<file path="src/rtl/hamming74_serial_rx.sv">
// hamming74_serial_rx: serial Hamming(7,4) receiver with single-bit correction and a one-entry output register
module hamming74_serial_rx #(
  parameter int TIMEOUT = 15,
  parameter int CW      = 4
) (
  input  logic       clk,
  input  logic       rst_n,
  input  logic       sin_valid,
  input  logic       sin_bit,
  input  logic       out_ready,
  output logic       out_valid,
  output logic [3:0] out_data,
  output logic [2:0] out_syndrome,
  output logic       out_corrected,
  output logic       overrun,
  output logic       frame_abort
);

  typedef enum logic {IDLE, RECV} state_t;

  state_t        state, state_nxt;
  logic [2:0]    cnt, cnt_nxt;
  logic [CW-1:0] tcnt, tcnt_nxt;
  logic [5:0]    sr;
  logic          done, abort;
  logic [6:0]    code, fixed;
  logic [2:0]    syn;
  logic [3:0]    data;

  // Frame sequencing: bit counting, idle timeout and completion detection
  always_comb begin
    state_nxt = state;
    cnt_nxt   = cnt;
    tcnt_nxt  = tcnt;
    done      = 1'b0;
    abort     = 1'b0;
    if (state == IDLE) begin
      if (sin_valid) begin
        state_nxt = RECV;
        cnt_nxt   = 3'd1;
        tcnt_nxt  = '0;
      end
    end else if (sin_valid) begin
      tcnt_nxt = '0;
      if (cnt == 3'd6) begin
        state_nxt = IDLE;
        cnt_nxt   = '0;
        done      = 1'b1;
      end else begin
        cnt_nxt = cnt + 3'd1;
      end
    end else if (tcnt == CW'(TIMEOUT - 1)) begin
      state_nxt = IDLE;
      cnt_nxt   = '0;
      tcnt_nxt  = '0;
      abort     = 1'b1;
    end else begin
      tcnt_nxt = tcnt + CW'(1);
    end
  end

  // Decode uses the six stored bits plus the bit arriving this cycle; code[k] is position k+1
  assign code  = {sin_bit, sr};
  assign syn   = {code[3] ^ code[4] ^ code[5] ^ code[6],
                  code[1] ^ code[2] ^ code[5] ^ code[6],
                  code[0] ^ code[2] ^ code[4] ^ code[6]};
  assign fixed = (syn == 3'd0) ? code : code ^ (7'd1 << (syn - 3'd1));
  assign data  = {fixed[2], fixed[4], fixed[5], fixed[6]};

  // State and counter registers
  always_ff @(posedge clk) begin
    if (!rst_n) begin
      state <= IDLE;
      cnt   <= '0;
      tcnt  <= '0;
    end else begin
      state <= state_nxt;
      cnt   <= cnt_nxt;
      tcnt  <= tcnt_nxt;
    end
  end

  // Shift register: after six accepted bits sr[0] holds position 1 and sr[5] position 6
  always_ff @(posedge clk) begin
    if (!rst_n) sr <= '0;
    else if (sin_valid) sr <= {sin_bit, sr[5:1]};
  end

  // Output holding register with valid/ready handshake, overrun and abort pulses
  always_ff @(posedge clk) begin
    if (!rst_n) begin
      out_valid     <= 1'b0;
      out_data      <= '0;
      out_syndrome  <= '0;
      out_corrected <= 1'b0;
      overrun       <= 1'b0;
      frame_abort   <= 1'b0;
    end else begin
      overrun     <= 1'b0;
      frame_abort <= abort;
      if (done) begin
        if (!out_valid || out_ready) begin
          out_valid     <= 1'b1;
          out_data      <= data;
          out_syndrome  <= syn;
          out_corrected <= syn != 3'd0;
        end else begin
          overrun <= 1'b1;
        end
      end else if (out_valid && out_ready) begin
        out_valid <= 1'b0;
      end
    end
  end

endmodule

</file>
<file path="config.mk">
export PLATFORM = sky130hd
export DESIGN_NAME = hamming74_serial_rx
export DESIGN_NICKNAME = d
export VERILOG_FILES = /design/src/rtl/hamming74_serial_rx.sv
export SDC_FILE = /design/constraint.sdc
export NUM_CORES = 1
export LEC_CHECK = 0
export BUFFER_PORTS_ARGS = -buffer_cell sky130_fd_sc_hd__buf_2
export CAP_MARGIN = 20
export CORE_MARGIN = 2
export CORE_UTILIZATION = 30
export CTS_CLUSTER_DIAMETER = 150
export CTS_CLUSTER_SIZE = 16
export DETAILED_ROUTE_END_ITERATION = 10
export PLACE_DENSITY = 0.49
export SETUP_SLACK_MARGIN = 0.1
export SLEW_MARGIN = 20
export SYNTH_ARGS = -nofsm -noshare
export SYNTH_HDL_FRONTEND = slang
export SYNTH_SLANG_ARGS = --single-unit
</file>
<file path="constraint.sdc">
create_clock -name clk -period 2.35 [get_ports clk]
set_input_delay 0.47 -clock clk [delete_from_list [all_inputs] [get_ports clk]]
set_output_delay 0.47 -clock clk [all_outputs]
set_load 0.01 [all_outputs]
</file>
==> results.ini, run 1 <==
[layout]
seq_area_um2=503.0
fin_util_pct=36.26
area_growth_pct=16.78
fillers=460
nets=181
layout_common_cells=dfxtp_1, buf_2, nand2_1, o21ai_0, nor2_1
multi_input_area_um2=799.5
drive_gt1_share_pct=23.26
mostFrequentLayoutCell=dfxtp_1
num_antenna_cells=0

[timing]
hold_viol=0
fin_crit_sh_pct=88.58
setup_tns_ns=0
period_minus_slack_ns=2.082
finalClockSkew_ns=0.003552
relSlewSlack_pct=68.30
drv_slew=0
worst_slew_pin_slew_ns=0.4754
rsz0062_at_grt=no
setup_viol=0
max_freq_mhz=480.4

[global_route]
grt_max_degree=23
first_global_vias=1063
grt_pass1_wl_mm=4.947
grt_usage_pct=12.07
grt-ovfl-total=0
antenna_found_initial=0

[die]
start_util_pct=31.05
io_pins=16
die_area_um2=5026
fp.dieW_um=70.90
core_area_um2=4324
dieHeight_um=70.90
fp-row-count=24

[critical_path]
critical_path.slowest_cell=dfxtp_1
r2r_end=out_data[2]
cp-end-kind=flop
r2r_start=sr[4]
max_stage_delay_ns=0.40
crit_family=simple AND/OR/NAND/NOR gates
worst-setup-path-type=flop to flop
reg2reg_slack_ns=0.27
critical_path.cell_chain=buf_4 > xnor2_1 > xnor2_1 > ha_1 > or2_2 > nor3_1 > a22oi_1 > a41o_1
crit_buf_inv=1
startpoint_type=flop
crit_fanout=6
rr_worst_depth=8
cp_common_cell=xnor2_1
worstPathArrival_ns=2.25
cp.depth=8
worstPathRequired_ns=2.52

[placed_design]
gp_congestion=0.8149
io_buffers=15
post-dp-hpwl_mm=2.099

[yosys]
yosysWarningCount=0
ys_types=39
syn_area_um2=1343
yosysSeqAreaShare_pct=37.28
synthesis.nets=161
ys_seq_elements=25
netlist_instances=153
postSynthAreaPerCell_um2=8.775

[clocking]
postCtsSetupBuffers=0
clkSlewWorstSetupHoldPaths_ns=0.09
cts_tree=done
clock_sinks=25
cts.htree.levels=1
clock_latency_ns=0.27
holdBufCountCts=0
clockRootBuffer=clkbuf_8
cts_buffers=3
cts_buffer_depth=2

[worst_hold_path]
hp-start=out_syndrome[0]
min_to=out_syndrome[0]
hp-class=flop to flop
hold_depth=1

[pwr]
p_per_area_nw_per_um2=519.9
leakage_nw=0.7089
vdd_drop_max_mv=0.3405

[route]
firstDrtPassIters=4
vias=1132
drt-initial-drc-count=26
ant_nets=0
wirelength_mm=2.831
route.detailed.drc=0
vias_per_cell=5.054
wl_per_cell_um=12.64

[flow_run]
cap_violations=0

[outcome]
status=completed

## per-layer routing
layer	vias up	wire length (um)	GRT usage (%)
met5	-	0	0
met4	0	17	2.306
met3	4	104	3.419
met2	15	1386	20.35
met1	538	1322	15.53
li1	575	-	-
## layout make-up
class	instances	share of cell area [%]
Clock inverter	1	0.3192
Clock buffer	3	2.634
Sequential cell	25	32.08
Timing Repair Buffer	25	9.577
Inverter	1	0.2394
Tap cell	52	4.150
Multi-Input combinational cell	117	51.00
## through the flow
stage / cell area, um^2 / setup WS, ns / cells / power [mW] / hold WS (ns)
2_1_floorplan: 1343 / 0.1379 / 153 / 0.5290 / 0.4668
3_3_place_gp: 1505 / 0.1711 / 220 / 0.5627 / 0.4788
3_5_place_dp: 1505 / 0.08071 / 220 / 0.5648 / 0.4831
4_1_cts: 1551 / 0.1864 / 224 / 0.8304 / 0.5093
5_1_grt: 1568 / 0.1226 / 224 / 0.8653 / 0.5252
6_report: 1568 / 0.2683 / 224 / 0.8151 / 0.5008
## state kept, by name, summed over array words and instances, names as in the netlist
| signal | flops |
|---|---|
| out_valid | 1 |
| tcnt | 4 |
| overrun | 1 |
| state | 1 |
| frame_abort | 1 |
| out_data | 4 |
| out_syndrome | 3 |
| out_corrected | 1 |
| cnt | 3 |
| sr | 6 |
## cells by family (layout without fill, tap and decap cells)
logic type	Yosys count	in the layout	synth area share (%)
adder cells (fa/ha/maj)	3	3	2.796
XOR/XNOR	9	9	6.990
AND/OR/NAND/NOR	62	62	24.98
AO/OA/AOI/OAI	36	36	18.55
buffers and inverters	11	30	4.194
multiplexers	7	7	5.219
flip-flops	25	25	37.28
## what timing repair did
| item | in CTS | in global routing |
|---|---|---|
| setup endpoints to repair | 0 | 2 |
| resized for setup | 0 | 4 |
| endpoints found under the hold margin | 0 | 0 |
## cells in the mapped netlist
library cell	number	area, um^2
ha_1	3	37.54
nand2_1	12	45.04
buf_2	6	30.03
a31oi_1	1	6.260
nor4_1	1	6.260
nor3_1	2	10.01
a21o_1	1	7.510
nand4_1	2	12.51
dfxtp_1	25	500.5
buf_6	1	11.26
nand2b_1	3	18.77
o2111a_1	2	22.52
xnor2_1	5	43.79
nand4b_1	1	8.760
o211a_1	4	40.04
clkbuf_1	3	11.26
or2_2	1	6.260
mux2i_1	7	70.07
o21ai_0	12	60.06
and3b_1	1	8.760
nand3_1	7	35.03
xor2_1	2	17.52
xor2_2	1	16.27
nor3b_1	1	7.510
a21boi_0	2	15.01
inv_1	1	3.750
a41o_1	1	10.01
o21a_1	1	7.510
a211oi_2	2	25.02
nor3_2	2	20.02
and2_1	2	12.51
nor2b_1	9	56.30
or3_1	1	6.260
nor2_1	12	45.04
nand4bb_1	1	11.26
and3_1	4	25.02
a22oi_1	2	15.01
a21oi_1	8	40.04
xnor2_2	1	16.27
## worst reg2reg max path, delay by kind of cell, from the launching register on
family	cells	cell delay, ns
buffers and inverters	1	0.18
flip-flops	1	0.40
AND/OR/NAND/NOR	2	0.47
XOR/XNOR	2	0.32
AO/OA/AOI/OAI	2	0.33
adder cells (fa/ha/maj)	1	0.29
## worst max-delay path by stage
stage	end	from	slack (ns)
after global placement	out_data[2]	sin_bit	0.17
after floorplan	out_data[2]	sin_bit	0.14
final	out_data[2]	sr[4]	0.27
after CTS	out_data[2]	sr[4]	0.19
after detailed placement	out_data[2]	sin_bit	0.08
after global routing	out_data[2]	sr[4]	0.12
## power by group
part / switching [mW] / internal (mW)
Sequential: 0.00720 / 0.430
Clock: 0.139 / 0.119
Combinational: 0.0661 / 0.0549
Power figures use the tool's default switching activity.
==> run 2: changes to the inputs <==
--- a/config.mk
+++ b/config.mk
@@ -7,12 +7,11 @@
 export LEC_CHECK = 0
 export BUFFER_PORTS_ARGS = -buffer_cell sky130_fd_sc_hd__buf_2
 export CAP_MARGIN = 20
-export CORE_MARGIN = 2
-export CORE_UTILIZATION = 30
+export CORE_UTILIZATION = 51
 export CTS_CLUSTER_DIAMETER = 150
 export CTS_CLUSTER_SIZE = 16
 export DETAILED_ROUTE_END_ITERATION = 10
-export PLACE_DENSITY = 0.49
+export PLACE_DENSITY = 0.75
 export SETUP_SLACK_MARGIN = 0.1
 export SLEW_MARGIN = 20
 export SYNTH_ARGS = -nofsm -noshare
==> results.ini, run 2 (same netlist as run 1, synthesis figures left out) <==
[placed_design]
place_area_um2=1470  ; -2.3%
post-dp-hpwl_mm=2.110  ; +0.52%
io_buffers=15  ; unchanged
gp_congestion=0.8272  ; +1.5%

[global_route]
grt_util_met3_pct=3.161  ; -0.26 points
grt_max_degree=23  ; unchanged
use_met1_pct=26.68  ; +11 points
grt_usage_pct=21.62  ; +9.6 points
met2_usage_pct=36.25  ; +16 points
first_global_vias=1032  ; -2.9%
grt_pass1_wl_mm=4.436  ; -10%
grt-ovfl-total=0  ; unchanged
antenna_found_initial=0  ; unchanged
top_usage_layer=met2

[critical_path]
max_stage_delay_ns=0.54  ; +0.14 ns
critical_path.slowest_cell=dfxtp_1
worst-setup-path-type=flop to flop
startpoint_type=flop
worstPathArrival_ns=2.29  ; +0.04 ns
cp-end-kind=flop
worstPathRequired_ns=2.59  ; +0.07 ns
critical_path.cell_chain=xnor2_2 > nand3_1 > o21ai_0 > ha_1 > or2_2 > nor4_1 > a21oi_1 > a41o_1
crit_fanout=7  ; +1

[layout]
layout_common_cells=dfxtp_1, buf_2, nand2_1, o21ai_0, nor2_1
mostFrequentLayoutCell=dfxtp_1
largest_reg_flops=6  ; unchanged
area_growth_pct=12.67
num_antenna_cells=0  ; unchanged
nets=180  ; -0.55%
drive_gt1_share_pct=23.39  ; +0.14 points
fin_area_um2=1513  ; -3.5%
largestRegisters=sr x6, out_data x4, tcnt x4
regMostFlops=sr
fin_util_pct=61.06  ; +25 points

[die]
fp.dieW_um=53.31  ; -25%
start_util_pct=54.19  ; +23 points
die_area_um2=2841  ; -43%
io_pins=16  ; unchanged
fp-row-count=18  ; -25%
core_area_um2=2477  ; -43%
dieHeight_um=53.31  ; -25%

[clocking]
cts_tree=done
holdBufCountCts=0  ; unchanged
post_cts_resized=0  ; unchanged
clock_sinks=25  ; unchanged
clock_latency_ns=0.32  ; +0.05 ns
cts_buffer_depth=2  ; unchanged
clockRootBuffer=clkbuf_4
cts_buffers=3  ; unchanged
clkSlewWorstSetupHoldPaths_ns=0.15  ; +0.06 ns
cts.htree.levels=1  ; unchanged
postCtsSetupBuffers=0  ; unchanged

[timing]
relSlewSlack_pct=69.40  ; +1.1 points
rsz0062_at_grt=no
setup_tns_ns=0  ; unchanged
setup_viol=0  ; unchanged
max_freq_mhz=486.4  ; +1.3%
finalClockSkew_ns=0.01216  ; +0.008605 ns
period_minus_slack_ns=2.056  ; -0.02602 ns
drv_slew=0  ; unchanged
worst_slew_pin_slew_ns=0.4590  ; -0.01647 ns
hold_viol=0  ; unchanged
fin_crit_sh_pct=87.48  ; -1.1 points

[route]
route.detailed.drc=0  ; unchanged
firstDrtPassIters=4  ; unchanged
wirelength_mm=2.793  ; -1.3%
vias_per_cell=5.587  ; +11%
ant_nets=0  ; unchanged
vias=1123  ; -0.80%
drt-initial-drc-count=21  ; -19%
wl_per_cell_um=13.90  ; +9.9%

[flow_run]
cap_violations=0  ; unchanged

[worst_hold_path]
hp-class=primary input to flop

[pwr]
leakage_nw=0.6909  ; -2.5%
vdd_drop_max_mv=0.3467  ; +1.8%
p_per_area_nw_per_um2=498.6  ; -4.1%

[outcome]
status=completed

## run 2: cell count changes in the layout (fill, tap and decap cells not counted), sizes merged
cell      before  now
clkinvlp       0    1
buf           25   24
clkinv         1    0
## run 2: final timing paths
| check | end | cells past startpoint | slack (ns) | startpoint |
|---|---|---|---|---|
| hold reg to reg | out_syndrome[1] | 1 | 0.51 | out_syndrome[1] |
| hold / removal | out_valid | 3 | 0.47 | out_ready |
| setup reg to reg | out_data[2] | 8 | 0.29 | sr[0] |
| setup / recovery | out_data[2] | 8 | 0.29 | sr[0] |
## run 2: layout make-up
type / instances / area, um^2
Sequential cell: 25 / 505.5
Timing Repair Buffer: 24 / 142.6
Clock inverter: 1 / 7.507
Tap cell: 30 / 37.54
Clock buffer: 3 / 22.52
Inverter: 1 / 3.754
Multi-Input combinational cell: 117 / 793.3
Fill cell: 229 / 964.7
## run 2: per-layer routing
layer,part of all wire [%],vias to the layer above
li1,-,577
met1,48,534
met2,50,10
met3,1.9,2
met4,0.43,0
met5,0,-
## run 2: power by group
part	internal [mW]	switching (mW)
Sequential	0.430	0.00770
Clock	0.0650	0.132
Combinational	0.0542	0.0651
## run 2: through the flow
stage	total power [mW]	cells	worst slack [ns]	hold WS (ns)
5_1_grt	0.7902	201	0.09788	0.4692
3_5_place_dp	0.5638	197	0.1389	0.4839
3_3_place_gp	0.5614	197	0.1606	0.4788
4_1_cts	0.7626	201	0.2443	0.4615
2_1_floorplan	0.5290	153	0.1379	0.4668
6_report	0.7542	201	0.2943	0.4736
## run 2: worst max-delay path: cells and delay by family, from the launching register on
kind / cells / cell delay, ns
xor+xnor: 1 / 0.21
fa+ha+maj: 1 / 0.27
compound gates: 3 / 0.39
flops: 1 / 0.54
simple gates: 3 / 0.56
==> run 3: changes to the inputs <==
--- a/config.mk
+++ b/config.mk
@@ -12,6 +12,7 @@
 export CTS_CLUSTER_SIZE = 16
 export DETAILED_ROUTE_END_ITERATION = 10
 export PLACE_DENSITY = 0.75
+export RECOVER_POWER = 100
 export SETUP_SLACK_MARGIN = 0.1
 export SLEW_MARGIN = 20
 export SYNTH_ARGS = -nofsm -noshare
==> results.ini, run 3 (same netlist as run 1, synthesis figures left out) <==
[layout]
num_antenna_cells=0  ; unchanged
regMostFlops=sr
nets=180  ; unchanged
area_growth_pct=10.62
layout_common_cells=dfxtp_1, clkbuf_1, nand2_1, o21ai_0, nor2_1
mostFrequentLayoutCell=dfxtp_1
largestRegisters=sr x6, out_data x4, tcnt x4
fin_cells=201  ; unchanged
drive_gt1_share_pct=14.62  ; -8.8 points
largest_reg_flops=6  ; unchanged
fillers=244  ; +6.6%
fin_util_pct=59.95  ; -1.1 points

[route]
route.detailed.drc=0  ; unchanged
vias=1132  ; +0.80%
ant_nets=0  ; unchanged
wirelength_mm=2.789  ; -0.14%
drt-initial-drc-count=24  ; +14%
vias_per_cell=5.632  ; +0.80%
wl_per_cell_um=13.88  ; -0.14%
firstDrtPassIters=4  ; unchanged

[timing]
hold_viol=0  ; unchanged
max_freq_mhz=485.2  ; -0.25%
relSlewSlack_pct=53.36  ; -16 points
rsz0062_at_grt=no
fin_crit_sh_pct=87.70  ; +0.22 points
finalClockSkew_ns=0.01351  ; +0.001356 ns
setup_viol=0  ; unchanged
drv_slew=0  ; unchanged
setup_tns_ns=0  ; unchanged
period_minus_slack_ns=2.061  ; +0.005230 ns
worst_slew_pin_slew_ns=0.6996  ; +0.2406 ns

[pwr]
leakage_nw=0.6299  ; -8.8%
vdd_drop_max_mv=0.3479  ; +0.36%
p_per_area_nw_per_um2=506.7  ; +1.6%
p_comb_share_pct=15.6  ; -0.2 points
p_seq_share_pct=58.2  ; about the same
p_clk_share_pct=26.2  ; about the same
p_sw_mw=0.2049  ; +0.11%
internal_power_mw=0.5476  ; -0.35%
p_sw_share_pct=27.22  ; +0.092 points

[placed_design]
gp_congestion=0.8272  ; unchanged
place_inst=197  ; unchanged
io_buffers=15  ; unchanged
post-dp-hpwl_mm=2.110  ; unchanged

[critical_path]
worstPathRequired_ns=2.59  ; about the same
cp-end-kind=flop
crit_fanout=7  ; unchanged
worst-setup-path-type=flop to flop
worstPathArrival_ns=2.30  ; about the same
startpoint_type=flop

[outcome]
status=completed

[global_route]
grt-ovfl-total=0  ; unchanged
first_global_vias=1032  ; unchanged
antenna_found_initial=0  ; unchanged
grt_max_degree=23  ; unchanged
grt_usage_pct=21.62  ; unchanged
grt_pass1_wl_mm=4.436  ; unchanged

[clocking]
cts_buffers=3  ; unchanged
clock_latency_ns=0.32  ; about the same
clkSlewWorstSetupHoldPaths_ns=0.15  ; about the same
cts.htree.levels=1  ; unchanged
holdBufCountCts=0  ; unchanged
postCtsSetupBuffers=0  ; unchanged
post_cts_resized=0  ; unchanged
clock_sinks=25  ; unchanged
cts_buffer_depth=2  ; unchanged
cts_tree=done
clockRootBuffer=clkbuf_4

[die]
core_area_um2=2477  ; unchanged
die_area_um2=2841  ; unchanged
fp.dieW_um=53.31  ; unchanged
dieHeight_um=53.31  ; unchanged
start_util_pct=54.19  ; unchanged
io_pins=16  ; unchanged
fp-row-count=18  ; unchanged

[flow_run]
cap_violations=0  ; unchanged

[worst_hold_path]
hp-class=primary input to flop

-- run 3: cell types whose count changed in the layout (fill, tap and decap cells not counted), sizes merged --
cell,before,now
buf,24,10
clkbuf,3,17
-- run 3: worst paths after layout --
check	start	to	slack (ns)	depth (start not counted)
hold / removal	out_ready	out_valid	0.47	3
setup / recovery	sr[0]	out_data[2]	0.29	8
setup reg to reg	sr[0]	out_data[2]	0.29	8
hold reg to reg	out_syndrome[1]	out_syndrome[1]	0.52	1
-- run 3: area by class of cell --
class / count / area, um^2 / share of cell area (%)
multi-input cells: 117 / 788.3 / 53.08
inverters: 1 / 3.754 / 0.2527
repair buffers: 24 / 120.1 / 8.088
flip-flops and latches: 25 / 505.5 / 34.04
clock inverters: 1 / 7.507 / 0.5055
well taps: 30 / 37.54 / 2.527
clock buffers: 3 / 22.52 / 1.516
-- run 3: power by group through the flow --
| stage | Sequential [mW] | Clock [mW] | Combinational [mW] |
|---|---|---|---|
| 3_3_place_gp | 0.446 | 0 | 0.115 |
| 5_1_grt | 0.440 | 0.220 | 0.128 |
| 2_1_floorplan | 0.444 | 0 | 0.0854 |
| 4_1_cts | 0.438 | 0.207 | 0.118 |
| 6_report | 0.438 | 0.197 | 0.117 |
| 3_5_place_dp | 0.447 | 0 | 0.117 |
-- run 3: metrics by stage --
stage	setup WS, ns	total power, mW	hold slack, ns	area (um^2)
5_1_grt	0.09788	0.7878	0.4692	1485
2_1_floorplan	0.1379	0.5290	0.4668	1343
3_3_place_gp	0.1606	0.5614	0.4788	1470
4_1_cts	0.2443	0.7626	0.4615	1500
6_report	0.2890	0.7525	0.4722	1485
3_5_place_dp	0.1389	0.5638	0.4839	1470
-- run 3: worst max-delay path, stage by stage, from the launching register on --
cell	delay, ns
dfxtp_1	0.54
xnor2_2	0.21
nand3_1	0.10
o21ai_0	0.09
ha_1	0.27
or2_2	0.29
nor3_1	0.16
a22oi_1	0.11
a41o_1	0.22
-- run 3: per-layer routing --
metal	part of all wire (%)	global-route usage, %	vias to the layer above
met5	0	0	-
met4	0.43	10.09	0
met3	3.0	3.161	2
met2	49	36.25	19
met1	47	26.68	536
li1	-	-	575
